--- src/rtl/dp_bank_scheduler_pkg.sv ---
`default_nettype none
// ============================================================================
// Module      : dp_bank_scheduler_pkg
// Description : Shared constants and FSM state encoding for the DP bank
//               scheduler (default bank count, bank index width, traceback
//               request pulse length, pulse counter width).
// Revision    : 1.0 - initial parametrised release
// ============================================================================
package dp_bank_scheduler_pkg;

    localparam int c_NUM_BANKS_DEF = 2;
    localparam int c_BANK_W_DEF    = $clog2(c_NUM_BANKS_DEF);
    localparam int c_TB_PULSE_DEF  = 3;
    // Pulse length is limited to 1..7, so three bits always suffice.
    localparam int c_TB_CNT_W      = 3;

    typedef enum logic [1:0] {
        ST_IDLE = 2'b00,
        ST_RUN  = 2'b01,
        ST_FULL = 2'b10
    } sched_state_t;

endpackage : dp_bank_scheduler_pkg
`default_nettype wire

--- src/rtl/dp_bank_scheduler_if.sv ---
`default_nettype none
// ============================================================================
// Module      : dp_bank_scheduler_if
// Description : Host / traceback side bundle of the DP bank scheduler.
//   new_seq     host -> sched  level, rising edge = sequence boundary
//   tb_busy     tb   -> sched  traceback engine busy
//   tb_done     tb   -> sched  one-cycle pulse, tb_bank released
//   active_bank sched -> dp    bank receiving DP computation
//   compute_en  sched -> dp    active_bank may compute
//   stall       sched -> host  no free bank, hold input
//   tb_valid    sched -> tb    traceback request pulse
//   tb_bank     sched -> tb    bank to trace
//   pending_cnt sched -> obs   banks queued, not yet dispatched
//   overflow    sched -> obs   sticky, boundary seen while stalled
// Revision    : 1.0 - initial parametrised release
// ============================================================================
interface dp_bank_scheduler_if
    import dp_bank_scheduler_pkg::*;
#(
    parameter int NUM_BANKS = c_NUM_BANKS_DEF,
    parameter int BANK_W    = $clog2(NUM_BANKS)
);
    logic              new_seq;
    logic              tb_busy;
    logic              tb_done;
    logic [BANK_W-1:0] active_bank;
    logic              compute_en;
    logic              stall;
    logic              tb_valid;
    logic [BANK_W-1:0] tb_bank;
    logic [BANK_W:0]   pending_cnt;
    logic              overflow;

    // Scheduler side.
    modport slave (
        input  new_seq, tb_busy, tb_done,
        output active_bank, compute_en, stall, tb_valid, tb_bank,
               pending_cnt, overflow
    );

    // Host / traceback side.
    modport master (
        output new_seq, tb_busy, tb_done,
        input  active_bank, compute_en, stall, tb_valid, tb_bank,
               pending_cnt, overflow
    );
endinterface : dp_bank_scheduler_if
`default_nettype wire

--- src/rtl/dp_bank_scheduler_bank_fifo.sv ---
`default_nettype none
// ============================================================================
// Module      : dp_bank_scheduler_bank_fifo
// Description : Circular queue of finished bank indices awaiting traceback.
//   clk, reset_i  clock, asynchronous active-low reset (empties the queue)
//   push/push_data enqueue (ignored when full)
//   pop           dequeue head (ignored when empty)
//   head          current head entry
//   count         number of entries held
//   empty         count == 0
// Revision    : 1.0 - initial parametrised release
// ============================================================================
module dp_bank_scheduler_bank_fifo
    import dp_bank_scheduler_pkg::*;
#(
    parameter int WIDTH = c_BANK_W_DEF,
    parameter int DEPTH = c_NUM_BANKS_DEF,
    parameter int PTR_W = $clog2(DEPTH),
    parameter int CNT_W = $clog2(DEPTH) + 1
) (
    input  wire logic             clk,
    input  wire logic             reset_i,
    input  wire logic             push,
    input  wire logic [WIDTH-1:0] push_data,
    input  wire logic             pop,
    output logic      [WIDTH-1:0] head,
    output logic      [CNT_W-1:0] count,
    output logic                  empty
);
    logic [WIDTH-1:0] r_mem [DEPTH];
    logic [PTR_W-1:0] r_rd_ptr;
    logic [PTR_W-1:0] r_wr_ptr;
    logic [CNT_W-1:0] r_count;
    logic             w_push_ok;
    logic             w_pop_ok;

    // Pointers wrap at DEPTH, which need not be a power of two.
    function automatic logic [PTR_W-1:0] next_ptr(input logic [PTR_W-1:0] p);
        return (p == PTR_W'(DEPTH - 1)) ? '0 : p + 1'b1;
    endfunction

    assign w_push_ok = push && (r_count != CNT_W'(DEPTH));
    assign w_pop_ok  = pop  && (r_count != '0);

    always_ff @(posedge clk) begin
        if (w_push_ok) begin
            r_mem[r_wr_ptr] <= push_data;
        end
    end

    always_ff @(posedge clk or negedge reset_i) begin
        if (!reset_i) begin
            r_rd_ptr <= '0;
            r_wr_ptr <= '0;
            r_count  <= '0;
        end else begin
            if (w_push_ok) r_wr_ptr <= next_ptr(r_wr_ptr);
            if (w_pop_ok)  r_rd_ptr <= next_ptr(r_rd_ptr);
            case ({w_push_ok, w_pop_ok})
                2'b10:   r_count <= r_count + 1'b1;
                2'b01:   r_count <= r_count - 1'b1;
                default: r_count <= r_count;
            endcase
        end
    end

    assign head  = r_mem[r_rd_ptr];
    assign count = r_count;
    assign empty = (r_count == '0);
endmodule : dp_bank_scheduler_bank_fifo
`default_nettype wire

--- src/rtl/dp_bank_scheduler.sv ---
`default_nettype none
// ============================================================================
// Module      : dp_bank_scheduler
// Description : Round-robin scheduler for NUM_BANKS DP compute banks feeding
//               a single traceback engine. Finished banks are queued, handed
//               to traceback one at a time, and the host is stalled while no
//               bank is free.
//   clk      clock
//   reset_i  asynchronous active-low reset, clears all state and outputs
//   bus      dp_bank_scheduler_if.slave (host / traceback handshakes)
// Revision    : 1.0 - initial parametrised release
// ============================================================================
module dp_bank_scheduler
    import dp_bank_scheduler_pkg::*;
#(
    parameter int NUM_BANKS = c_NUM_BANKS_DEF,
    parameter int BANK_W    = $clog2(NUM_BANKS),
    parameter int TB_PULSE  = c_TB_PULSE_DEF
) (
    input  wire logic            clk,
    input  wire logic            reset_i,
    dp_bank_scheduler_if.slave   bus
);
    sched_state_t          r_state, w_state_nxt;
    logic                  r_nsq, r_nsq2, w_seq_done;
    logic [BANK_W-1:0]     r_active, w_active_nxt;
    logic [NUM_BANKS-1:0]  r_occ, w_occ_nxt, w_occ_rel, w_rel_mask;
    logic                  r_in_tb;
    logic [BANK_W-1:0]     r_tb_bank;
    logic                  r_tb_valid;
    logic [c_TB_CNT_W-1:0] r_tb_cnt;
    logic                  r_overflow, w_overflow_nxt;
    logic                  r_compute_en, r_stall;
    logic                  w_push, w_dispatch, w_release;
    logic [BANK_W:0]       w_pick;
    logic [BANK_W-1:0]     w_head;
    logic [BANK_W:0]       w_count;
    logic                  w_empty;

    // First free bank scanning circularly from start+1. MSB flags a hit.
    // Scanning the offsets downwards lets the nearest bank win last.
    function automatic logic [BANK_W:0] find_free(
        input logic [NUM_BANKS-1:0] occ_v,
        input logic [BANK_W-1:0]    start
    );
        logic [BANK_W:0] res;
        res = '0;
        for (int i = NUM_BANKS; i >= 1; i--) begin
            int idx;
            idx = (int'(start) + i) % NUM_BANKS;
            if (!occ_v[idx[BANK_W-1:0]]) res = {1'b1, idx[BANK_W-1:0]};
        end
        return res;
    endfunction

    assign w_seq_done = r_nsq & ~r_nsq2;

    dp_bank_scheduler_bank_fifo #(
        .WIDTH (BANK_W),
        .DEPTH (NUM_BANKS)
    ) u_bank_fifo (
        .clk       (clk),
        .reset_i   (reset_i),
        .push      (w_push),
        .push_data (r_active),
        .pop       (w_dispatch),
        .head      (w_head),
        .count     (w_count),
        .empty     (w_empty)
    );

    always_ff @(posedge clk or negedge reset_i) begin
        if (!reset_i) r_state <= ST_IDLE;
        else          r_state <= w_state_nxt;
    end

    always_comb begin
        w_release  = bus.tb_done & r_in_tb;
        w_rel_mask = '0;
        if (w_release) w_rel_mask[r_tb_bank] = 1'b1;
        // Release lands before the free search so a bank freed this cycle
        // can be picked as the next active bank in the same cycle.
        w_occ_rel  = r_occ & ~w_rel_mask;
        w_pick     = find_free(w_occ_rel, r_active);
        w_dispatch = !w_empty && !r_in_tb && !bus.tb_busy && !r_tb_valid;

        w_state_nxt    = r_state;
        w_active_nxt   = r_active;
        w_occ_nxt      = w_occ_rel;
        w_push         = 1'b0;
        w_overflow_nxt = r_overflow;

        case (r_state)
            ST_IDLE: begin
                // Nothing computed yet, so no handoff on the first boundary.
                if (w_seq_done) begin
                    w_state_nxt  = ST_RUN;
                    w_active_nxt = '0;
                    w_occ_nxt[0] = 1'b1;
                end
            end
            ST_RUN: begin
                if (w_seq_done) begin
                    w_push = 1'b1;
                    if (w_pick[BANK_W]) begin
                        w_active_nxt                     = w_pick[BANK_W-1:0];
                        w_occ_nxt[w_pick[BANK_W-1:0]]    = 1'b1;
                    end else begin
                        w_state_nxt = ST_FULL;
                    end
                end
            end
            ST_FULL: begin
                // A free bank here can only come from a release this cycle;
                // a coincident boundary is then not a stalled one.
                if (w_pick[BANK_W]) begin
                    w_state_nxt                   = ST_RUN;
                    w_active_nxt                  = w_pick[BANK_W-1:0];
                    w_occ_nxt[w_pick[BANK_W-1:0]] = 1'b1;
                end else if (w_seq_done) begin
                    w_overflow_nxt = 1'b1;
                end
            end
            default: w_state_nxt = ST_IDLE;
        endcase
    end

    always_ff @(posedge clk or negedge reset_i) begin
        if (!reset_i) begin
            r_nsq        <= 1'b0;
            r_nsq2       <= 1'b0;
            r_active     <= '0;
            r_occ        <= '0;
            r_in_tb      <= 1'b0;
            r_tb_bank    <= '0;
            r_tb_valid   <= 1'b0;
            r_tb_cnt     <= '0;
            r_overflow   <= 1'b0;
            r_compute_en <= 1'b0;
            r_stall      <= 1'b0;
        end else begin
            r_nsq        <= bus.new_seq;
            r_nsq2       <= r_nsq;
            r_active     <= w_active_nxt;
            r_occ        <= w_occ_nxt;
            r_overflow   <= w_overflow_nxt;
            r_compute_en <= (w_state_nxt == ST_RUN);
            r_stall      <= (w_state_nxt == ST_FULL);
            // Dispatch needs !r_in_tb and release needs r_in_tb: exclusive.
            if (w_dispatch) begin
                r_tb_bank  <= w_head;
                r_in_tb    <= 1'b1;
                r_tb_valid <= 1'b1;
                r_tb_cnt   <= c_TB_CNT_W'(TB_PULSE - 1);
            end else begin
                if (w_release) r_in_tb <= 1'b0;
                if (r_tb_valid) begin
                    if (r_tb_cnt == '0) r_tb_valid <= 1'b0;
                    else                r_tb_cnt   <= r_tb_cnt - 1'b1;
                end
            end
        end
    end

    assign bus.active_bank = r_active;
    assign bus.compute_en  = r_compute_en;
    assign bus.stall       = r_stall;
    assign bus.tb_valid    = r_tb_valid;
    assign bus.tb_bank     = r_tb_bank;
    assign bus.pending_cnt = w_count;
    assign bus.overflow    = r_overflow;
endmodule : dp_bank_scheduler
`default_nettype wire

--- src/flat_wrapper.sv ---
// flat-port wrapper written by rule: the top's interface ports become plain ports
module dp_bank_scheduler_flat import dp_bank_scheduler_pkg::*;
#(
    parameter int NUM_BANKS = c_NUM_BANKS_DEF,
    parameter int BANK_W    = $clog2(NUM_BANKS),
    parameter int TB_PULSE  = c_TB_PULSE_DEF
)
  (clk, reset_i, bus_new_seq, bus_tb_busy, bus_tb_done, bus_active_bank, bus_compute_en, bus_stall, bus_tb_valid, bus_tb_bank, bus_pending_cnt, bus_overflow);
  dp_bank_scheduler_if #(.NUM_BANKS(NUM_BANKS), .BANK_W(BANK_W)) bus_i ();
  input  wire logic clk;
  input  wire logic reset_i;
  input wire logic [$bits(bus_i.new_seq)-1:0] bus_new_seq;
  input wire logic [$bits(bus_i.tb_busy)-1:0] bus_tb_busy;
  input wire logic [$bits(bus_i.tb_done)-1:0] bus_tb_done;
  output wire logic [$bits(bus_i.active_bank)-1:0] bus_active_bank;
  output wire logic [$bits(bus_i.compute_en)-1:0] bus_compute_en;
  output wire logic [$bits(bus_i.stall)-1:0] bus_stall;
  output wire logic [$bits(bus_i.tb_valid)-1:0] bus_tb_valid;
  output wire logic [$bits(bus_i.tb_bank)-1:0] bus_tb_bank;
  output wire logic [$bits(bus_i.pending_cnt)-1:0] bus_pending_cnt;
  output wire logic [$bits(bus_i.overflow)-1:0] bus_overflow;
  assign bus_i.new_seq = bus_new_seq;
  assign bus_i.tb_busy = bus_tb_busy;
  assign bus_i.tb_done = bus_tb_done;
  assign bus_active_bank = bus_i.active_bank;
  assign bus_compute_en = bus_i.compute_en;
  assign bus_stall = bus_i.stall;
  assign bus_tb_valid = bus_i.tb_valid;
  assign bus_tb_bank = bus_i.tb_bank;
  assign bus_pending_cnt = bus_i.pending_cnt;
  assign bus_overflow = bus_i.overflow;
  dp_bank_scheduler #(.NUM_BANKS(NUM_BANKS), .BANK_W(BANK_W), .TB_PULSE(TB_PULSE)) u_core (.clk(clk), .reset_i(reset_i), .bus(bus_i));
endmodule
--- config.mk ---
export PLATFORM = sky130hd
export DESIGN_NAME = dp_bank_scheduler_flat
export DESIGN_NICKNAME = d
export VERILOG_FILES = /design/src/rtl/dp_bank_scheduler_pkg.sv /design/src/rtl/dp_bank_scheduler_if.sv /design/src/rtl/dp_bank_scheduler_bank_fifo.sv /design/src/rtl/dp_bank_scheduler.sv /design/src/flat_wrapper.sv
export SDC_FILE = /design/constraint.sdc
export NUM_CORES = 1
export LEC_CHECK = 0
export CAP_MARGIN = 0
export CORE_ASPECT_RATIO = 1.5
export CORE_MARGIN = 3
export CORE_UTILIZATION = 54
export DETAILED_ROUTE_END_ITERATION = 12
export GPL_TIMING_DRIVEN = 0
export PLACE_DENSITY = 0.76
export SLEW_MARGIN = 20
export SYNTH_ARGS = -nofsm -noshare
export SYNTH_HDL_FRONTEND = slang
export SYNTH_SLANG_ARGS = --single-unit
--- constraint.sdc ---
create_clock -name clk -period 1.95 [get_ports clk]
set_input_delay 0.39 -clock clk [delete_from_list [all_inputs] [get_ports clk]]
set_output_delay 0.39 -clock clk [all_outputs]
set_load 0.01 [all_outputs]
==> results.toml <==
[status]
status = "finished clean"

[cts]
cts_buffers = 3
cts_resized = 0
root_buffer = "clkbuf_4"
cts_setup_buffers = 0
clock_sinks = 22
postCtsHoldBufs = 0
cts.reportedPaths.clkPinSlew_ns = 0.13
insertion_delay_ns = 0.32
cts_tree = "yes"
clockBufferDepth = 2
htreeDepth = 1

[floorplan]
die_area_um2 = 2640
die_h_um = 61.5
ios = 13
initial_utilization_pct = 59.0
placementRows = 19
die_x_um = 43.0
coreArea_um2 = 1880

[power_and_ir_drop]
total_power_mw = 1.98
p_per_area_nw_per_um2 = 1520
p_leak_nw = 0.611
ir_worst_vdd_mv = 1.07

[worst_setup_path]
critPathBufInv = 3
crit_type = "input port to flip-flop"
startpoint_type = "input port"
crit_slowest_cell = "or4_1"
r2r_end = "u_core.u_bank_fifo.count[1]"
arrival_ns = 2.06
crit_chain = "clkdlybuf4s50_1, or4_1, buf_6, inv_1, ha_1, nor2_1, xor2_1"
cp-end-kind = "flip-flop"
worst_r2r_path_depth = 6
worstPathRequired_ns = 2.21
rrSetupSlack_ns = 0.15
crit_family = "simple AND/OR/NAND/NOR gates"
r2r-start = "u_core.r_in_tb"
path_max_fanout = 9
cpPeakStageDelay_ns = 0.52

[timing]
hold_viol_final = 0
report.final.slew_viol_count = 0
fin_crit_sh_pct = 92.4
fmax_mhz = 555
slew_headroom_pct = 40.8
setup_viol = 0
clock_skew_ns = 0.00770
grt_setup_unrepaired = "false"
max_slew.worst_pin.slew_ns = 0.885
period_needed_ns = 1.80

[detailed_routing]
drt_iter0_markers = 10
firstDrtPassIters = 4
drt-total-wl_mm = 1.98
drc = 0
viasPerCell = 5.77
postRouteAntennaNets = 0
wl_per_cell_um = 14.5
route.vias.total = 790

[global_route]
globalRouteTotalUtil_pct = 18.5
grt_pass1_wl_mm = 3.64
grt_pass1_vias = 836
antenna_found_initial = 0
grt_max_degree = 21
overflow = 0

[place]
gp_congestion = 0.806
dpl_cell_area_um2 = 1250
dp_hpwl_mm = 1.48
dp_cells = 133
io_buffer_count = 12

[cells_and_area]
area.growth.synth_to_final_pct = 17.9
drive_gt1_share_pct = 12.1
instances_no_fill = 137
num-nets-final = 129
diodes = 0
final_area_um2 = 1310

[worst_hold_path]
hold_path_depth = 0
hold_end = "u_core.r_nsq2"
hp-class = "flip-flop to flip-flop"
min-delay-start = "u_core.r_nsq"

[synthesis]
ys_warn_count = 0
synth_area_um2 = 1110
ys_ff_latch = 22
avgSynthCellArea_um2 = 11.1
synth_cells = 100
syn-num-nets = 112
yosysUniqueCellTypes = 40
seq_area_frac_synth_pct = 50.6

[run]
cap_violations = 0
==> kinds of logic (layout without fill, tap and decap cells) <==
kind of cell	after synthesis	in the layout	share of synthesized area [%]
flops	22	22	50.6
compound gates	24	24	15.7
fa+ha+maj	7	7	7.90
xor+xnor	5	5	4.63
simple gates	30	30	15.9
buf+inv	11	27	4.40
mux	1	1	0.903
==> metrics by stage <==
stage	hold WS [ns]	worst slack [ns]	util, %	TNS (ns)
3_3_place_gp	0.440	-0.151	66.8	-0.211
4_1_cts	0.478	0.133	69.6	0
3_5_place_dp	0.449	-0.204	66.8	-0.292
6_report	0.469	0.149	69.6	0
5_1_grt	0.490	0.0376	69.6	0
2_1_floorplan	0.0944	0.273	-	0
==> synthesized netlist by cell type, drive strengths merged <==
cell type | number | area [um2]
nand2b | 3 | 26.3
nor2 | 9 | 36.3
ha | 7 | 87.6
o211ai | 1 | 7.51
a31o | 1 | 8.76
xor2 | 1 | 8.76
a2bb2oi | 2 | 17.5
a21boi | 2 | 15.0
nand3 | 3 | 15.0
a22o | 2 | 17.5
clkbuf | 1 | 3.75
o21bai | 1 | 7.51
inv | 9 | 33.8
o311a | 1 | 10.0
a21o | 1 | 7.51
edfxtp | 2 | 60.1
mux2i | 1 | 10.0
xnor2 | 4 | 42.6
or4 | 1 | 7.51
buf | 1 | 11.3
and2b | 1 | 7.51
nand2 | 7 | 26.3
a21oi | 2 | 10.0
a221o | 1 | 10.0
dfrtp | 20 | 500
o21ai | 7 | 38.8
and2 | 1 | 8.76
nor3b | 2 | 25.0
nor4 | 1 | 12.5
a211oi | 1 | 7.51
or2 | 1 | 6.26
o31ai | 1 | 7.51
nor3 | 1 | 5.00
o22a | 1 | 8.76
==> worst max path at each step <==
stage / from / to / slack, ns / depth (start not counted)
after floorplan: u_core.r_in_tb / u_core.u_bank_fifo.count[1] / 0.27 / 6
after global placement: bus_tb_busy / u_core.u_bank_fifo.count[1] / -0.15 / 7
after detailed placement: bus_tb_busy / u_core.u_bank_fifo.count[1] / -0.20 / 7
after CTS: bus_tb_busy / u_core.u_bank_fifo.count[1] / 0.13 / 7
after global routing: u_core.u_bank_fifo.count[0] / u_core.u_bank_fifo.count[1] / 0.04 / 7
final: bus_tb_busy / u_core.u_bank_fifo.count[1] / 0.15 / 7
==> per-layer routing <==
metal | routed length, um | global-route usage [%]
met3 | 86 | 2.63
met4 | 44 | 11.6
met1 | 840 | 21.3
met5 | 0 | 0
met2 | 1010 | 32.4
==> cell usage in the layout (no fill, tap or decap), types with 2 or more instances in the layout <==
cell,instances
a2bb2oi_1,2
a22o_1,2
xnor2_1,3
a21oi_1,2
clkbuf_4,3
clkdlybuf4s50_1,12
o21ai_1,2
nand2b_1,2
edfxtp_1,2
nand2_1,7
inv_1,9
dfrtp_1,20
ha_1,7
o21ai_0,4
nor3b_2,2
nor2_1,8
nand3_1,3
==> flip-flops by register name (all words and copies together) (netlist names) <==
| signal | count |
|---|---|
| u_core.r_in_tb | 1 |
| u_core.r_nsq2 | 1 |
| u_core.r_state | 2 |
| u_core.r_occ | 2 |
| u_core.bus.overflow | 1 |
| u_core.bus.tb_valid | 1 |
| u_core.bus.active_bank | 1 |
| u_core.r_tb_cnt | 3 |
| u_core.u_bank_fifo.count | 2 |
| u_core.u_bank_fifo.r_mem | 2 |
| u_core.bus.tb_bank | 1 |
| u_core.u_bank_fifo.r_wr_ptr | 1 |
| u_core.bus.compute_en | 1 |
| u_core.bus.stall | 1 |
| u_core.u_bank_fifo.r_rd_ptr | 1 |
| u_core.r_nsq | 1 |
==> power by group <==
part	switching [mW]	leakage (nW)	total (mW)	internal, mW
logic	0.414	0.316	0.858	0.445
clock network	0.147	0.0279	0.355	0.208
registers	0.139	0.267	0.771	0.632
total	0.699	0.611	1.98	1.28
==> cell type report <==
class | count | area (um2)
Clock buffer | 3 | 22.5
Buffer | 2 | 15.0
Sequential cell | 22 | 561
Multi-Input combinational cell | 67 | 499
Inverter | 9 | 33.8
Timing Repair Buffer | 12 | 120
Tap cell | 21 | 26.3
Clock inverter | 1 | 30.0
Fill cell | 158 | 571
No activity file was read; power rests on OpenSTA's default activity.
